--- src/rtl/vx_barrier_ctrl_pkg.sv ---
// Shared types for the per-core barrier controller and its cluster-level
// global barrier handshake.
package vx_barrier_ctrl_pkg;

  localparam int CFG_NUM_WARPS    = 4;
  localparam int CFG_NUM_BARRIERS = 4;
  localparam int NW_WIDTH = (CFG_NUM_WARPS > 1) ? $clog2(CFG_NUM_WARPS) : 1;
  localparam int NB_WIDTH = (CFG_NUM_BARRIERS > 1) ? $clog2(CFG_NUM_BARRIERS) : 1;

  // Barrier instruction as delivered by the warp-control path.
  typedef struct packed {
    logic                valid;
    logic [NB_WIDTH-1:0] id;
    logic                is_global;
    logic [NW_WIDTH-1:0] size_m1;
    logic                is_noop;
  } barrier_t;

  // Request to the cluster-level barrier unit.
  typedef struct packed {
    logic [NB_WIDTH-1:0] id;
    logic [NW_WIDTH-1:0] size_m1;
  } gbar_req_t;

  // Completion from the cluster-level barrier unit.
  typedef struct packed {
    logic [NB_WIDTH-1:0] id;
  } gbar_rsp_t;

  typedef enum logic [1:0] {
    GBAR_IDLE  = 2'd0,
    GBAR_GREQ  = 2'd1,
    GBAR_GWAIT = 2'd2
  } gbar_state_e;

  // One-hot warp mask for a warp id.
  function automatic logic [CFG_NUM_WARPS-1:0] warp_bit(input logic [NW_WIDTH-1:0] wid);
    return CFG_NUM_WARPS'(1) << wid;
  endfunction

endpackage

--- src/rtl/vx_gbar_fsm.sv ---
// Global barrier handshake: holds one outstanding global barrier, issues the
// request to the cluster unit and flags the matching completion.
module vx_gbar_fsm
  import vx_barrier_ctrl_pkg::*;
(
  input  logic                clk,
  input  logic                reset_n,
  input  logic                i_start,
  input  logic [NB_WIDTH-1:0] i_id,
  input  logic [NW_WIDTH-1:0] i_size_m1,
  input  logic                i_req_ready,
  input  logic                i_rsp_valid,
  input  logic [NB_WIDTH-1:0] i_rsp_id,
  output logic                o_busy,
  output logic                o_req_valid,
  output logic [NB_WIDTH-1:0] o_req_id,
  output logic [NW_WIDTH-1:0] o_req_size_m1,
  output logic                o_rel,
  output logic [NB_WIDTH-1:0] o_rel_id
);

  gbar_state_e r_state;
  gbar_state_e w_state_next;
  gbar_req_t   r_req;
  gbar_rsp_t   w_rsp;
  logic        r_req_valid;
  logic        w_rel;

  assign w_rsp = '{id: i_rsp_id};

  // Next-state and completion decode; a response for another id is ignored.
  always_comb begin
    w_state_next = r_state;
    w_rel        = 1'b0;
    case (r_state)
      GBAR_IDLE:  if (i_start) w_state_next = GBAR_GREQ;
      GBAR_GREQ:  if (i_req_ready) w_state_next = GBAR_GWAIT;
      GBAR_GWAIT: begin
        if (i_rsp_valid && (w_rsp.id == r_req.id)) begin
          w_rel        = 1'b1;
          w_state_next = GBAR_IDLE;
        end
      end
      default:    w_state_next = GBAR_IDLE;
    endcase
  end

  // State register, registered request valid and the latched request fields.
  always_ff @(posedge clk or negedge reset_n) begin
    if (!reset_n) begin
      r_state     <= GBAR_IDLE;
      r_req_valid <= 1'b0;
      r_req       <= '0;
    end else begin
      r_state     <= w_state_next;
      r_req_valid <= (w_state_next == GBAR_GREQ);
      if (i_start && (r_state == GBAR_IDLE)) begin
        r_req <= '{id: i_id, size_m1: i_size_m1};
      end
    end
  end

  assign o_busy        = (r_state != GBAR_IDLE);
  assign o_req_valid   = r_req_valid;
  assign o_req_id      = r_req.id;
  assign o_req_size_m1 = r_req.size_m1;
  assign o_rel         = w_rel;
  assign o_rel_id      = r_req.id;

endmodule

--- src/rtl/vx_barrier_ctrl.sv ---
// Per-core barrier controller: tracks arriving warps per barrier id, stalls
// them, and releases them locally or after the cluster-level handshake.
module vx_barrier_ctrl
  import vx_barrier_ctrl_pkg::*;
#(
  parameter int NUM_WARPS    = CFG_NUM_WARPS,
  parameter int NUM_BARRIERS = CFG_NUM_BARRIERS
)(
  input  logic                         clk,
  input  logic                         reset_n,
  input  logic                         bar_valid,
  output logic                         bar_ready,
  input  logic [NW_WIDTH-1:0]          bar_wid,
  input  logic [$bits(barrier_t)-1:0]  bar_req,
  output logic                         gbar_req_valid,
  input  logic                         gbar_req_ready,
  output logic [NB_WIDTH-1:0]          gbar_req_id,
  output logic [NW_WIDTH-1:0]          gbar_req_size_m1,
  input  logic                         gbar_rsp_valid,
  input  logic [NB_WIDTH-1:0]          gbar_rsp_id,
  output logic [NUM_WARPS-1:0]         stalled_wmask,
  output logic                         release_valid,
  output logic [NUM_WARPS-1:0]         release_wmask
);

  barrier_t w_req;
  logic     w_unused_valid;
  logic     w_gbar_busy;
  logic     w_grel;
  logic [NB_WIDTH-1:0] w_grel_id;

  assign w_req          = barrier_t'(bar_req);
  // The instruction's own valid bit is superseded by bar_valid.
  assign w_unused_valid = w_req.valid;

  // Only one global barrier can be in flight; later global ones wait.
  assign bar_ready = !(w_gbar_busy && w_req.is_global);

  logic                 w_arrive;
  logic [NUM_WARPS-1:0] w_wid_bit;
  assign w_arrive  = bar_valid && bar_ready && !w_req.is_noop;
  assign w_wid_bit = warp_bit(bar_wid);

  // Per-barrier storage (flattened so each generate slice owns its slot).
  logic [NUM_BARRIERS-1:0][NUM_WARPS-1:0] w_mask_q;
  logic [NUM_BARRIERS-1:0][NW_WIDTH-1:0]  w_count_q;
  // Mask as seen by a new arrival: a global release this cycle empties it
  // first, so a same-cycle arrival starts the next round.
  logic [NUM_BARRIERS-1:0][NUM_WARPS-1:0] w_base_mask;

  logic [NUM_WARPS-1:0] w_cur_base;
  logic [NW_WIDTH-1:0]  w_cur_count;
  logic                 w_dup;
  logic                 w_final;
  logic                 w_take;
  logic                 w_gstart;
  logic [NUM_WARPS-1:0] w_local_rel;
  logic [NUM_WARPS-1:0] w_global_rel;
  logic [NUM_WARPS-1:0] w_rel;
  logic [NUM_WARPS-1:0] w_stall_set;

  assign w_cur_base  = w_base_mask[w_req.id];
  assign w_cur_count = w_count_q[w_req.id];
  assign w_dup       = |(w_cur_base & w_wid_bit);
  assign w_final     = (w_cur_count == w_req.size_m1);
  // A duplicate arrival changes nothing; the warp simply stays stalled.
  assign w_take      = w_arrive && !w_dup;
  assign w_gstart    = w_take && w_final && w_req.is_global;

  assign w_local_rel  = (w_take && w_final && !w_req.is_global) ? (w_cur_base | w_wid_bit) : '0;
  assign w_global_rel = w_grel ? w_mask_q[w_grel_id] : '0;
  assign w_rel        = w_local_rel | w_global_rel;
  // Every taken arrival stalls except a final local one, which leaves at once.
  assign w_stall_set  = (w_take && !(w_final && !w_req.is_global)) ? w_wid_bit : '0;

  genvar gi;
  generate
    for (gi = 0; gi < NUM_BARRIERS; gi++) begin : g_bar
      logic [NUM_WARPS-1:0] r_wait_mask;
      logic [NW_WIDTH-1:0]  r_count;
      logic                 w_hit;

      assign w_hit           = w_take && (w_req.id == NB_WIDTH'(gi));
      assign w_base_mask[gi] = (w_grel && (w_grel_id == NB_WIDTH'(gi))) ? '0 : r_wait_mask;
      assign w_mask_q[gi]    = r_wait_mask;
      assign w_count_q[gi]   = r_count;

      // Arrival bookkeeping for this barrier id.
      always_ff @(posedge clk or negedge reset_n) begin
        if (!reset_n) begin
          r_wait_mask <= '0;
          r_count     <= '0;
        end else if (w_hit) begin
          if (!w_final) begin
            r_wait_mask <= w_base_mask[gi] | w_wid_bit;
            r_count     <= r_count + 1'b1;
          end else if (w_req.is_global) begin
            // Held until the cluster unit answers; counting restarts now.
            r_wait_mask <= w_base_mask[gi] | w_wid_bit;
            r_count     <= '0;
          end else begin
            r_wait_mask <= '0;
            r_count     <= '0;
          end
        end else begin
          r_wait_mask <= w_base_mask[gi];
        end
      end
    end
  endgenerate

  vx_gbar_fsm u_gbar_fsm (
    .clk           (clk),
    .reset_n       (reset_n),
    .i_start       (w_gstart),
    .i_id          (w_req.id),
    .i_size_m1     (w_req.size_m1),
    .i_req_ready   (gbar_req_ready),
    .i_rsp_valid   (gbar_rsp_valid),
    .i_rsp_id      (gbar_rsp_id),
    .o_busy        (w_gbar_busy),
    .o_req_valid   (gbar_req_valid),
    .o_req_id      (gbar_req_id),
    .o_req_size_m1 (gbar_req_size_m1),
    .o_rel         (w_grel),
    .o_rel_id      (w_grel_id)
  );

  logic [NUM_WARPS-1:0] r_stalled;
  logic                 r_release_valid;
  logic [NUM_WARPS-1:0] r_release_wmask;

  // Registered stall mask and release pulse.
  always_ff @(posedge clk or negedge reset_n) begin
    if (!reset_n) begin
      r_stalled       <= '0;
      r_release_valid <= 1'b0;
      r_release_wmask <= '0;
    end else begin
      r_stalled       <= (r_stalled & ~w_rel) | w_stall_set;
      r_release_valid <= |w_rel;
      r_release_wmask <= w_rel;
    end
  end

  assign stalled_wmask = r_stalled;
  assign release_valid = r_release_valid;
  assign release_wmask = r_release_wmask;

  a_no_dup_arrival: assert property (@(posedge clk) disable iff (!reset_n) !(w_arrive && w_dup));

endmodule

--- config.mk ---
export PLATFORM = sky130hd
export DESIGN_NAME = vx_barrier_ctrl
export DESIGN_NICKNAME = d
export VERILOG_FILES = /design/src/rtl/vx_barrier_ctrl_pkg.sv /design/src/rtl/vx_gbar_fsm.sv /design/src/rtl/vx_barrier_ctrl.sv
export SDC_FILE = /design/constraint.sdc
export NUM_CORES = 1
export LEC_CHECK = 0
export BUFFER_PORTS_ARGS = -buffer_cell sky130_fd_sc_hd__clkbuf_2
export CORE_UTILIZATION = 30
export CTS_CLUSTER_DIAMETER = 80
export DETAILED_ROUTE_END_ITERATION = 8
export GPL_ROUTABILITY_DRIVEN = 0
export GPL_TIMING_DRIVEN = 0
export SYNTH_ARGS = -nofsm -noshare
export SYNTH_HDL_FRONTEND = slang
export SYNTH_SLANG_ARGS = --single-unit
export TNS_END_PERCENT = 100
--- constraint.sdc ---
create_clock -name clk -period 4 [get_ports clk]
set_input_delay 0.6 -clock clk [delete_from_list [all_inputs] [get_ports clk]]
set_output_delay 0.6 -clock clk [all_outputs]
set_load 0.02 [all_outputs]
== Yosys cells after proc, flatten, opt, wreduce, memory -nomap -nowiden ==
Index checks and enable logic that the tools add are counted.
Word-level totals
  bits in registers: 40
  bits in latches: 0
  memory bits (writable): 0
  ROM bits: 0
  input port bits: 16
  memories kept: 0
Operators by class
  add/sub/neg operators: 4
  multiply operators: 0
  divide/modulo/power cells: 0
  magnitude comparators: 2
  eq/ne operators: 11
  shifts and indexed selects: 1
  muxes and demuxes: 35
  bitwise operators: 10
  reduce and logical (&&, ||, !) cells: 30
Operators with widths (number)
  4-bit 2-to-1 mux: 21
  4-bit bitwise OR: 7
  1-bit logical AND: 19
  4-bit binary-select mux with 2-bit select: 2
  2-bit 2-to-1 mux: 8
  2-bit == test, second input constant: 5
  2-bit by 1-bit adder with 2-bit output, second input constant: 4
  4-bit AND: 2
  2-bit by 1-bit == test with 1-bit output, second input constant: 4
  4-bit OR reduction: 2
  2-bit logical NOT: 3
  2-bit by 3-bit less-than comparator with 1-bit output, second input constant: 2
  2-bit case mux with 3 select lines: 1
  1-bit logical NOT: 5
  2-bit binary-select mux with 2-bit select: 1
  2-bit == test: 2
  4-bit NOT: 1
  1-bit by 2-bit << shifter with 4-bit output, first input constant: 1
  1-bit 2-to-1 mux: 2
  2-bit nonzero test: 1

== Depth between registers and ports, before layout ==
Gate-level depths: netlist of the first run.
  depth in word-level cells: 19
  depth in mapped cells: 11
  gate-level depth less buffers: 7

== Modules after synthesis ==
A second synthesis of the first run with hierarchy kept.
Second synthesis, totals
  cell total of the unflattened synthesis: 250
  area, all modules: 2583.7 µm²
Modules (own cells, without submodules)
  vx_barrier_ctrl: instances 1, cells each 224, area each 2243.4 µm²
  vx_gbar_fsm: instances 1, cells each 26, area each 340.3 µm²

== Worst setup path after synthesis of the first run ==
No wires, ideal clock.
  path kind: reg2reg
  from: register u_gbar_fsm.r_req, in the netlist u_gbar_fsm.o_rel_id[0]
  to: register u_gbar_fsm.r_req, in the netlist u_gbar_fsm.o_rel_id[0]
  setup time: 0.128 ns
  arrival time: 2.612 ns
  slack: 1.260 ns
  stages on the path, launching flop included: 11
  buffers on the path: 3
  clock period less this slack: 2.740 ns
  path through: dfrtp_1 -> buf_6 -> or2_4 -> or3_1 -> buf_2 -> a32oi_2 -> nand3b_1 -> a311oi_2 -> and3_1 -> buf_2 -> mux2_1
Between the ends
  longest elaborated chain between the ends: 15
  elaborated cells between the ends (all ways): 25
  classes of those cells: eq/ne: 4; mux: 8; bitwise: 1; reduce/logical: 12
Ends and longest elaborated chain
  from (decl): line vx_gbar_fsm.sv:24  | gbar_req_t r_req;
  from (signal assigned): line vx_gbar_fsm.sv:58  | r_req <= '{id: i_id, size_m1: i_size_m1};
  2-bit == test: line vx_gbar_fsm.sv:39  | if (i_rsp_valid && (w_rsp.id == r_req.id)) begin
  1-bit logical AND: line vx_gbar_fsm.sv:39
  1-bit 2-to-1 mux: line vx_gbar_fsm.sv:39
  1-bit 2-to-1 mux: line vx_gbar_fsm.sv:35  | case (r_state)
  1-bit logical AND: line vx_barrier_ctrl.sv:84  | assign w_base_mask[gi] = (w_grel && (w_grel_id == NB_WIDTH'(gi))) ? '0 : r_wait_mask;
  4-bit 2-to-1 mux: line vx_barrier_ctrl.sv:84
  4-bit binary-select mux with 2-bit select (*): line vx_barrier_ctrl.sv:62  | assign w_cur_base = w_base_mask[w_req.id];
  4-bit 2-to-1 mux (not written as such) (*): line vx_barrier_ctrl.sv:62
  4-bit AND (*): line vx_barrier_ctrl.sv:64  | assign w_dup = |(w_cur_base & w_wid_bit);
  4-bit OR reduction (*): line vx_barrier_ctrl.sv:64
  1-bit logical NOT (*): line vx_barrier_ctrl.sv:67  | assign w_take = w_arrive && !w_dup;
  1-bit logical AND (*): line vx_barrier_ctrl.sv:67
  1-bit logical AND (*) (2 in series): line vx_barrier_ctrl.sv:68  | assign w_gstart = w_take && w_final && w_req.is_global;
  1-bit logical AND (*): line vx_gbar_fsm.sv:57  | if (i_start && (r_state == GBAR_IDLE)) begin
Mark *: on every way between the ends. The rest lies on a longest branch, timed or not. The select of a mux whose other input is x is not followed.
A chain may end at the register's enable or synchronous reset.

== Worst setup path after layout of the first run ==
  from: register u_gbar_fsm.r_req, in the netlist u_gbar_fsm.o_rel_id[0]
  to: register u_gbar_fsm.r_req, in the netlist u_gbar_fsm.o_rel_id[1]
Same word-level chain as after synthesis.

==> results of run 1 <==
final timing paths:
path / from / endpoint
max reg2reg: u_gbar_fsm.o_rel_id[0] / u_gbar_fsm.o_rel_id[1]
min in group clk: stalled_wmask[3] / stalled_wmask[3]
max: u_gbar_fsm.o_rel_id[0] / u_gbar_fsm.o_rel_id[1]
min: reset_n / release_wmask[1]
min reg2reg: stalled_wmask[3] / stalled_wmask[3]
max in group asynchronous: reset_n / u_gbar_fsm.r_state[0]
stage by stage:
step	utilization [%]	cells	total power, mW	hold WS, ns
6_report	35.7	372	1.67	0.469
2_1_floorplan	-	235	1.20	0.304
3_5_place_dp	34.5	364	1.40	0.481
5_1_grt	35.7	372	1.80	0.524
3_3_place_gp	34.5	364	1.38	0.469
4_1_cts	35.7	372	1.69	0.503
cell families after synthesis:
family                 count (synthesis)  synth area share (%)
AND/OR/NAND/NOR                       90                  21.3
AO/OA/AOI/OAI                         60                  20.2
multiplexers                          16                  9.75
XOR/XNOR                               5                  1.81
buffers and inverters                 24                  5.50
flip-flops                            40                  41.5
state kept, by name, indices dropped and copies added, names as in the netlist:
register,flops
u_gbar_fsm.o_req_valid,1
g_bar.r_wait_mask,16
u_gbar_fsm.o_rel_id,2
u_gbar_fsm.o_req_size_m1,2
g_bar.r_count,8
release_wmask,4
u_gbar_fsm.r_state,2
release_valid,1
stalled_wmask,4
layer usage:
| metal | track usage (%) | wire length (um) | vias up |
|---|---|---|---|
| li1 | - | - | 950 |
| met3 | 3.57 | 297 | 13 |
| met2 | 24.0 | 2820 | 68 |
| met1 | 19.0 | 2630 | 985 |
| met4 | 5.21 | 125 | 0 |
| met5 | 0 | 0 | - |
critical path, cell delays in order, from the launching register on:
cell,delay (ns)
dfrtp_1,0.39
buf_6,0.15
or2_4,0.25
or3_1,0.34
buf_2,0.17
a32oi_1,0.29
nand3_1,0.20
a311oi_2,0.41
and3_1,0.21
buf_2,0.16
mux2_1,0.33
power breakdown:
group          switching (mW)  leakage [nW]  internal [mW]
clock network           0.146        0.0434          0.140
registers               0.131         0.487          0.558
logic                   0.365         0.638          0.333
layout by cell type, fill, tap and decap left out, types with 5 or more instances in the layout:
cell / count
dfrtp_1: 40
clkbuf_2: 27
nor2_1: 23
a32oi_1: 19
nor2b_1: 13
nand2_1: 12
clkbuf_1: 8
a21oi_1: 8
inv_1: 7
nand2b_1: 7
nand3_1: 6
o2bb2ai_1: 6
clkbuf_8: 6
buf_6: 5
a31oi_1: 5
layout make-up:
| class | count | area [um2] | area share [%] |
|---|---|---|---|
| flip-flops and latches | 40 | 1000 | 36.1 |
| inverters | 7 | 26.3 | 0.947 |
| clock inverters | 2 | 15.0 | 0.541 |
| well taps | 102 | 128 | 4.60 |
| plain buffers | 17 | 106 | 3.83 |
| multi-input cells | 171 | 1280 | 46.1 |
| repair buffers | 27 | 135 | 4.87 |
| clock buffers | 6 | 82.6 | 2.98 |
==> impl_metrics.json, run 1 <==
{
  "drive_gt1_share_pct": 25.6,
  "core_mm2": 0.00777,
  "max_cap_viol_count": 0,
  "pre_cts_slack_ns": 0.818,
  "critPathCaptureType": "flip-flop",
  "port_buffers": 27,
  "num_vias": 2016,
  "cts_resized": 0,
  "cts_buffer_depth": 2,
  "cts.sinks": 40,
  "ys_warn_count": 0,
  "rsz0062_at_grt": "no",
  "synth_top_area_share_pct": 41.5,
  "cts_max_level": 2,
  "vdd_drop_max_uv": 172,
  "ctsHoldBuffers": 0,
  "finalCritPeriodShare_pct": 75.7,
  "dieArea_mm2": 0.00841,
  "drtAntennaViolNets": 0,
  "maxSlewHeadroom_pct": 32.1,
  "num_rows": 32,
  "synthFlopType": "dfrtp_1",
  "ff2ff_setup_slack_ns": 0.97,
  "antenna_cells": 0,
  "boundaryPins": 31,
  "viasPerCell": 5.42,
  "hpwl_um": 4410,
  "ys_seq_area_share_pct": 41.5,
  "status": "finished clean",
  "antenna_found_initial": 0,
  "p_leak_nw": 1.17,
  "synth_edf_count": 0,
  "synth_area_leaders": "dfrtp_1, a32oi_1, mux4_2",
  "synth_top_area_cell": "dfrtp_1",
  "tritoncts": "done",
  "routedWlPerCell_um": 15.8,
  "cts_buffers": 5,
  "yosysUniqueCellTypes": 51,
  "area_delta_synth_final_pct": 14.9,
  "hold_class": "input pin to async pin",
  "finalSetupTns_ns": 0,
  "grt_overflow": 0,
  "syn_area_mm2": 0.00241,
  "postCtsSetupRepairBufs": 0,
  "finalClockSkew_ns": 0.00888,
  "grt_pass1_vias": 1955,
  "drv_slew": 0,
  "fill_cells": 801,
  "drt_iter0_drc": 100,
  "placed_cell_area_mm2": 0.00268,
  "dieWidth_um": 91.7,
  "synth_fp_nets": 251,
  "yosysMostFrequentCell": "dfrtp_1",
  "final_nets": 285,
  "max_freq_mhz": 330,
  "setup_viol": 0,
  "initial_core_util_pct": 31.1,
  "cp-start-kind": "flip-flop",
  "track_usage_pct": 14.7,
  "stdcell_area_mm2": 0.00277,
  "firstDrtPassIters": 4,
  "avgSynthCellArea_um2": 10.3,
  "routed_wl_um": 5870,
  "die_y_um": 91.7,
  "cp.arrival_ns": 3.21,
  "tightest_slew_ns": 1.02,
  "hold_viol": 0,
  "insertion_delay_ns": 0.29,
  "ys_async_sr_fraction_pct": 100,
  "drc": 0,
  "power_density_mw_per_mm2": 603,
  "grt_max_degree": 41,
  "yosys-top-cells-count": "dfrtp_1, nor2_1, a32oi_1",
  "period_minus_slack_ns": 3.03,
  "critPathKind": "flip-flop to flip-flop",
  "grt_pass1_wl_um": 9780,
  "rr_worst_depth": 10,
  "critPathRequiredTime_ns": 4.18,
  "clockRootBuffer": "clkbuf_8",
  "synthCells": 235,
  "clkTransAtPathRegs_ns": 0.08,
  "fin_ws_ns": 0.974,
  "crit_path_max_fanout": 8,
  "ys_ff_latch": 40
}
Note: power is estimated with default switching activity, not from simulation.
==> inputs of run 2 (changes only) <==
==> constraint.sdc (replaced) <==
create_clock -name clk -period 2.5 [get_ports clk]
set_input_delay 0.375 -clock clk [delete_from_list [all_inputs] [get_ports clk]]
set_output_delay 0.375 -clock clk [all_outputs]
set_load 0.02 [all_outputs]
==> run 2 against run 1 <==
Against the previous run: hold slack worse by 0.24 ns; power grew 92%; largest power group unchanged; clock power rose by 89%; via count up 7.5%; the flow now finishes with violations (setup timing); cell area is 22% higher; non-clock buffer count is 28 higher.
==> impl_metrics.json, run 2 (synthesis results as in run 1) <==
{
  "status": "finished with violations",
  "violations": "setup timing",
  "tightest_slew_ns": 1.01,
  "placed_cell_area_mm2": 0.00273,
  "dieWidth_um": 91.7,
  "hpwl_um": 4390,
  "firstDrtPassIters": 4,
  "seqCellArea_mm2": 0.00101,
  "max_cap_viol_count": 0,
  "grt_pass1_wl_um": 10900,
  "fill_cells": 718,
  "cts_buffers": 5,
  "final_cell_mix": "dfrtp_1, clkbuf_2, buf_4",
  "area_delta_synth_final_pct": 40.1,
  "die_y_um": 91.7,
  "p_leak_nw": 1.46,
  "period_minus_slack_ns": 2.65,
  "cts_max_level": 2,
  "maxSlewHeadroom_pct": 32.4,
  "viasPerCell": 5.42,
  "hold_class": "input pin to async pin",
  "power_density_mw_per_mm2": 950,
  "crit_path_max_fanout": 7,
  "initial_core_util_pct": 31.1,
  "clkTransAtPathRegs_ns": 0.08,
  "max_freq_mhz": 378,
  "insertion_delay_ns": 0.31,
  "cp.arrival_ns": 2.84,
  "drive_gt1_share_pct": 46.3,
  "rr_worst_depth": 9,
  "antenna_cells": 0,
  "critPathRequiredTime_ns": 2.70,
  "layout_commonest_cell": "dfrtp_1",
  "fin_ws_ns": -0.149,
  "cp-start-kind": "flip-flop",
  "pre_cts_slack_ns": -0.458,
  "grt_max_degree": 41,
  "fin_cells": 400,
  "cts_buffer_depth": 2,
  "regMostFlops": "g_bar.r_wait_mask",
  "hold_viol": 0,
  "core_mm2": 0.00777,
  "critPathKind": "flip-flop to flip-flop",
  "stdcell_area_mm2": 0.00338,
  "multiInputGateArea_mm2": 0.00160,
  "routedWlPerCell_um": 17.3,
  "utilization_pct": 43.5,
  "ff2ff_setup_slack_ns": -0.15,
  "dp_cells": 364,
  "grt_overflow": 0,
  "drc": 0,
  "routed_wl_um": 6910,
  "port_buffers": 27,
  "reg2reg_from": "u_gbar_fsm.r_state[0]",
  "track_usage_pct": 17.1,
  "final_nets": 313,
  "largest_reg_flops": 16,
  "ctsHoldBuffers": 0,
  "cts.sinks": 40,
  "num_rows": 32,
  "num_vias": 2167,
  "boundaryPins": 31,
  "grt_pass1_vias": 2118,
  "r2r_end": "u_gbar_fsm.o_req_size_m1[0]",
  "drv_slew": 0,
  "vdd_drop_max_uv": 287,
  "drtAntennaViolNets": 0,
  "top_regs": "g_bar.r_wait_mask: 16 flops, g_bar.r_count: 8 flops",
  "tritoncts": "done",
  "drt_iter0_drc": 119,
  "power_mw": 3.21,
  "rsz0062_at_grt": "yes",
  "finalClockSkew_ns": 0.0124,
  "clockRootBuffer": "clkbuf_8",
  "finalCritPeriodShare_pct": 106,
  "critPathCaptureType": "flip-flop",
  "antenna_found_initial": 0,
  "dieArea_mm2": 0.00841,
  "setup_viol": 33
}
run 2: changes by cell type in the layout (fill, tap and decap cells not counted), sizes merged:
cell and delta:
buf +27, bufinv +1, clkinvlp -2, clkbuf +1
clkinv +1
run 2: layout make-up:
class                   instances  share of cell area [%]
plain buffers                  14                    3.03
clock buffers                   6                    2.15
clock inverters                 2                    1.04
inverters                       7                   0.777
multi-input cells             171                    47.2
flip-flops and latches         40                    29.7
well taps                     102                    3.77
repair buffers                 58                    12.2
run 2: worst max-delay path, cell delays in order, from the launching register on:
cell and delay [ns]:
dfrtp_2 0.44, nand3b_4 0.20, or3_1 0.39, buf_6 0.15
a32oi_2 0.19, nand3b_1 0.17, a311oi_4 0.34, and3_1 0.22
buf_6 0.13, mux2_4 0.30
run 2: power by group:
| part | total [mW] | internal, mW | leakage, nW | switching, mW |
|---|---|---|---|---|
| logic | 1.51 | 0.775 | 0.919 | 0.734 |
| clock network | 0.538 | 0.297 | 0.0552 | 0.241 |
| registers | 1.17 | 0.898 | 0.481 | 0.269 |
run 2: routing by layer:
metal  track usage (%)  part of all wire, %  routed length [um]
met2              26.9                   48                3290
met5                 0                    0                   0
met4              12.0                  5.8                 403
met3              4.06                  4.1                 281
met1              20.5                   43                2940
run 2: worst max path at each step:
stage	end	start
2_1_floorplan	u_gbar_fsm.o_rel_id[1]	u_gbar_fsm.o_rel_id[0]
3_3_place_gp	u_gbar_fsm.o_rel_id[1]	bar_req[4]
4_1_cts	u_gbar_fsm.o_req_size_m1[0]	u_gbar_fsm.o_rel_id[0]
6_report	u_gbar_fsm.o_req_size_m1[0]	u_gbar_fsm.r_state[0]
3_5_place_dp	u_gbar_fsm.o_req_size_m1[0]	bar_req[4]
5_1_grt	g_bar[3].r_count[0]	u_gbar_fsm.r_state[0]
run 2: timing repair:
item,CTS,global route
setup endpoints to repair,37,39
gates cloned,0,3
gates resized for setup,32,36
pin swaps,15,30
setup buffers,20,9
endpoints found under the hold margin,0,0
run 2: through the flow:
| stage | setup TNS [ns] | hold WS (ns) |
|---|---|---|
| 2_1_floorplan | -0.955 | 0.0794 |
| 3_3_place_gp | -11.65 | 0.466 |
| 3_5_place_dp | -12.86 | 0.476 |
| 4_1_cts | -5.16 | 0.272 |
| 5_1_grt | -5.88 | 0.313 |
| 6_report | -2.72 | 0.228 |
